[src/rtl/ctrl_flow_sequencer.sv]
// Structured-control front end: turns block/loop/if/end/br/return/call into
// control-stack push/pop commands and unwinds frames for br N and return.
module ctrl_flow_sequencer #(
    parameter int ADDR_W  = 8,
    parameter int TAG_W   = 4,
    parameter int DEPTH   = 16,
    parameter int FRAME_W = ADDR_W + TAG_W + 3
) (
    input  logic               clk,
    input  logic               rst,
    input  logic               instr_valid,
    output logic               instr_ready,
    input  logic [2:0]         instr_op,
    input  logic [ADDR_W-1:0]  instr_addr,
    input  logic               instr_ret_num,
    input  logic [TAG_W-1:0]   instr_br_depth,
    input  logic [TAG_W-1:0]   vs_tag,
    output logic               cs_push,
    output logic               cs_pop,
    output logic               cs_function_call,
    output logic [FRAME_W-1:0] cs_push_data,
    input  logic [FRAME_W-1:0] cs_top_data,
    input  logic               cs_left_one,
    output logic               jump_valid,
    output logic [ADDR_W-1:0]  jump_addr,
    output logic [TAG_W-1:0]   jump_tag,
    output logic               jump_ret_num,
    output logic               done,
    output logic               err
);

    localparam int DEPTH_W = $clog2(DEPTH) + 1;

    localparam logic [2:0] OP_BLOCK  = 3'd1;
    localparam logic [2:0] OP_LOOP   = 3'd2;
    localparam logic [2:0] OP_IF     = 3'd3;
    localparam logic [2:0] OP_END    = 3'd4;
    localparam logic [2:0] OP_BR     = 3'd5;
    localparam logic [2:0] OP_RETURN = 3'd6;
    localparam logic [2:0] OP_CALL   = 3'd7;

    localparam logic [1:0] FT_BLOCK = 2'b00;
    localparam logic [1:0] FT_CALL  = 2'b01;
    localparam logic [1:0] FT_IF    = 2'b10;
    localparam logic [1:0] FT_LOOP  = 2'b11;

    typedef enum logic [1:0] {IDLE, UNWIND, RET_UNWIND, HALT} state_t;

    state_t               state, state_nxt;
    logic [DEPTH_W-1:0]   depth;
    logic [TAG_W-1:0]     cnt, cnt_nxt;
    logic                 push_int, pop_int, fcall_int;
    logic [1:0]           push_type;
    logic                 jump_set, done_set, err_set;
    logic                 stack_empty, stack_full;

    logic [1:0]           top_type;
    logic                 top_ret;
    logic [TAG_W-1:0]     top_tag;
    logic [ADDR_W-1:0]    top_addr;

    assign top_type    = cs_top_data[FRAME_W-1 -: 2];
    assign top_ret     = cs_top_data[FRAME_W-3];
    assign top_tag     = cs_top_data[ADDR_W +: TAG_W];
    assign top_addr    = cs_top_data[ADDR_W-1:0];
    assign stack_empty = (depth == '0);
    assign stack_full  = (depth == DEPTH_W'(DEPTH));

    always_comb begin
        state_nxt = state;
        cnt_nxt   = cnt;
        push_int  = 1'b0;
        pop_int   = 1'b0;
        fcall_int = 1'b0;
        push_type = FT_BLOCK;
        jump_set  = 1'b0;
        done_set  = 1'b0;
        err_set   = 1'b0;
        unique case (state)
            IDLE: begin
                if (instr_valid) begin
                    unique case (instr_op)
                        OP_BLOCK, OP_LOOP, OP_IF, OP_CALL: begin
                            if (stack_full) begin
                                err_set = 1'b1;
                            end else begin
                                push_int  = 1'b1;
                                fcall_int = (instr_op == OP_CALL);
                                unique case (instr_op)
                                    OP_LOOP: push_type = FT_LOOP;
                                    OP_IF:   push_type = FT_IF;
                                    OP_CALL: push_type = FT_CALL;
                                    default: push_type = FT_BLOCK;
                                endcase
                            end
                        end
                        OP_END: begin
                            if (stack_empty) begin
                                err_set = 1'b1;
                            end else begin
                                pop_int = 1'b1;
                                if (top_type == FT_CALL) begin
                                    if (cs_left_one) begin
                                        done_set  = 1'b1;
                                        state_nxt = HALT;
                                    end else begin
                                        jump_set = 1'b1;
                                    end
                                end
                            end
                        end
                        OP_BR: begin
                            cnt_nxt   = instr_br_depth;
                            state_nxt = UNWIND;
                        end
                        OP_RETURN: state_nxt = RET_UNWIND;
                        default: ;
                    endcase
                end
            end
            UNWIND: begin
                if (stack_empty) begin
                    err_set = 1'b1;
                end else if (cnt != '0) begin
                    pop_int = 1'b1;
                    cnt_nxt = cnt - TAG_W'(1);
                end else begin
                    // A loop label branches back to its start, so its frame stays.
                    jump_set  = 1'b1;
                    pop_int   = (top_type != FT_LOOP);
                    state_nxt = IDLE;
                end
            end
            RET_UNWIND: begin
                if (stack_empty) begin
                    err_set = 1'b1;
                end else begin
                    pop_int = 1'b1;
                    if (top_type == FT_CALL) begin
                        jump_set = 1'b1;
                        if (cs_left_one) begin
                            done_set  = 1'b1;
                            state_nxt = HALT;
                        end else begin
                            state_nxt = IDLE;
                        end
                    end
                end
            end
            default: ;
        endcase
        if (err_set) begin
            state_nxt = HALT;
        end
    end

    // Commands are masked during reset so an in-flight unwind stops immediately.
    assign instr_ready      = (state == IDLE);
    assign cs_push          = push_int & ~rst;
    assign cs_pop           = pop_int & ~rst;
    assign cs_function_call = fcall_int & ~rst;
    assign cs_push_data     = cs_push ? {push_type, instr_ret_num, vs_tag, instr_addr} : '0;

    always_ff @(posedge clk) begin
        if (rst) begin
            state        <= IDLE;
            depth        <= '0;
            cnt          <= '0;
            jump_valid   <= 1'b0;
            jump_addr    <= '0;
            jump_tag     <= '0;
            jump_ret_num <= 1'b0;
            done         <= 1'b0;
            err          <= 1'b0;
        end else begin
            state      <= state_nxt;
            cnt        <= cnt_nxt;
            jump_valid <= jump_set;
            if (jump_set) begin
                jump_addr    <= top_addr;
                jump_tag     <= top_tag;
                jump_ret_num <= top_ret;
            end
            if (push_int) begin
                depth <= depth + DEPTH_W'(1);
            end else if (pop_int) begin
                depth <= depth - DEPTH_W'(1);
            end
            done <= done | done_set;
            err  <= err | err_set;
        end
    end

endmodule

[config.mk]
export PLATFORM = sky130hd
export DESIGN_NAME = ctrl_flow_sequencer
export DESIGN_NICKNAME = d
export VERILOG_FILES = /design/src/rtl/ctrl_flow_sequencer.sv
export SDC_FILE = /design/constraint.sdc
export NUM_CORES = 1
export LEC_CHECK = 0
export CORE_ASPECT_RATIO = 1.75
export CORE_UTILIZATION = 45
export DETAILED_ROUTE_END_ITERATION = 12
export PLACE_DENSITY = 0.85
export SLEW_MARGIN = 0
export SYNTH_ARGS = -nofsm -noshare
export SYNTH_HDL_FRONTEND = slang
export SYNTH_SLANG_ARGS = --single-unit
[constraint.sdc]
create_clock -name clk -period 6.2 [get_ports clk]
set_input_delay 0.93 -clock clk [delete_from_list [all_inputs] [get_ports clk]]
set_output_delay 0.93 -clock clk [all_outputs]
set_load 0.02 [all_outputs]
==> run metrics <==
CTS root buf=clkbuf_8; Crit. End Element=primary output; P per Cell Area=just over 400 nW/µm²; port bufs=73; Rows=28; asr flop ratio synth=0%; VDD IR-drop max=between 0.0002 and 0.00025 V; area fraction in compound gates after synthesis=20.9%; 1st-iter DRT viols=28; outcome=completed; total routed wirelength=4640 µm; Remaining Overflow, GRT=0; Area Growth Syn to Fin=48.6%; core area=about 3400 µm²; period utilisation layout=68.8%; Synth Area in Simple Gates=25.2%; synthesis-stage register bit count=27; post-synthesis adder-cell area fraction=7.30%; M1 GR Usage=24.1%; number of flops mapped to enable cells by yosys=0; non-filler instance count after layout=309; Ant. Diodes=0; IO Count=74; Crit Path Class=primary input to primary output; syn avg cell area=8.53 µm²; Tightest Hold Check Type=register to register; average wire per cell in the routed design=around 15 µm; syn nets=241; main combinational cell family by area after synthesis=simple AND/OR/NAND/NOR gates; routed vias=1703; first-pass GRT wire length=between 7000 and 8000 µm; f_max=235 MHz; Total GRT Usage=between 20% and 30%; grt peak-use layer=met2; CTS clock-pin slew for the worst setup and hold paths=0.10 ns; post-layout min period=between 4 and 5 ns; share of cells above drive strength 1=4.92%; HPWL Detailed=3670 µm; Final ANT Viol Nets=0; CTS Buffer Depth=2; commonest cells after routing, fill and taps aside=clkdlybuf4s50_1 (73), dfxtp_1 (27), nor2_1 (23), and2_1 (17), mux2i_1 (13); met2 usage=46.9%; Pins Over Slew Limit=0; ys flop type=dfxtp_1; CTS buffer count=3; die area=3910 µm²; sequential area share after synthesis=32.9%; Worst Setup Start Kind=primary input; post-synth top area cell=dfxtp_1; nets@finish=roughly 310; largest cells by area after synthesis=dfxtp_1 (33%), mux2i_1 (7.9%), and2_1 (6.5%), ha_1 (6.1%), nor2_1 (5.2%); postcts setup bufs=0; First-pass DRT Iterations=4; vias per cell=5.51; placed insts=about 310; relative slew slack=54.9%; Yosys cell types=52; initial core utilization=47.9%; Final WS setup=1.94 ns; Synth Instances=approximately 190; clock insertion delay at the later pin of the skew report=between 0.2 and 0.3 ns; mux share of post-synthesis cell area=7.91%; number of H-tree levels=1; M3 GR Usage=1.10%; Synth Area in XOR/XNOR=1.06%; setup violators final=0; # clock sinks=27; crit path max fanout=16; commonest non-fill, non-tap cell in the layout=clkdlybuf4s50_1; placer congestion estimate=0.823; Setup TNS=0 ns; max_cap viols=0; RSZ-0062 raised after global routing=false; Worst-Margin Slew=0.671 ns; die extent in x=47.7 µm; Die Span Y=82.0 µm; clk_skew=0.00489 ns; CP arrival=3.33 ns; initial antenna violation count=0; TritonCTS clock tree=built; Lkg Pwr=roughly 0.0009 µW; number of global-route vias before repair=1685; worst endpoint required time=5.27 ns; final hold viol count=0; post-CTS sizing=0; Residual DRC=0; largest net degree at the start of global routing=31; hold_buf cts=0; synthesized area=1650 µm²; top-area cell type share of the netlist area=32.9%; yosys warns=0; worst slack, placed=1.96 ns
metal layers:
layer	wire length, µm	part of all wire, %	vias to the layer above
li1	-	-	834
met3	100	2.2	15
met1	1660	36	809
met2	2730	59	45
met5	0	0	-
met4	144	3.1	0
synthesized netlist by cell type (2+ instances only):
cell,count
clkbuf_1,5
o221ai_1,2
a21oi_1,11
a211oi_1,2
mux2i_1,13
a21o_1,4
and2_1,17
nor4_1,2
inv_1,8
or2_2,2
ha_1,8
a22oi_1,2
nor2_1,23
nand2_1,9
nor2b_1,2
dfxtp_1,27
nor3_1,7
nand3_1,5
o21a_1,2
o21ai_0,10
worst max-delay path: stages:
cell             delay [ns]
clkdlybuf4s50_1        0.57
o21bai_1               0.27
a21oi_1                0.20
and3_1                 0.43
nor4b_1                0.28
clkdlybuf4s50_1        0.65
state kept, by name, summed over array words and instances (netlist names):
signal,count
jump_addr,8
depth,5
cnt,4
jump_tag,4
state,2
done,1
err,1
jump_ret_num,1
jump_valid,1
cells by family (layout without fill, tap and decap cells):
logic type | after synthesis | after routing
AOI/OAI and AO/OA | 48 | 48
DFF | 27 | 27
buffers and inverters | 16 | 87
and+or+nand+nor | 78 | 78
xor gates and xnor gates | 2 | 2
muxes | 13 | 13
adders and majority gates | 9 | 9
cell type report:
type	instances	area (µm²)
clock buffer	3	41.3
clock inverter	1	7.51
fill	300	988
inverter	9	33.8
multi-input combinational	150	1030
sequential	27	541
tap	45	56.3
timing repair buffer	74	738
final timing paths:
path,slack [ns],end,depth (start not counted),from
max,1.94,cs_push_data[14],6,instr_op[2]
min,0.47,err,2,err
max reg2reg,2.94,depth[4],11,state[1]
min reg2reg,0.47,err,2,err
power by group:
group          internal [µW]  total [µW]  switching [µW]
Clock                   45.7         103            57.0
Sequential               229         277            48.4
Combinational            277         605             328
metrics by stage:
stage | util [%] | cell area, µm² | power, µW | hold slack (ns)
2_1_floorplan | - | 1650 | 705 | 0.459
3_3_place_gp | 69.8 | 2400 | 865 | 0.436
3_5_place_dp | 69.8 | 2400 | 883 | 0.467
4_1_cts | 71.2 | 2440 | 987 | 0.480
5_1_grt | 71.2 | 2440 | 1060 | 0.512
6_report | 71.2 | 2440 | 985 | 0.473
No activity file was read; power rests on OpenSTA's default activity.
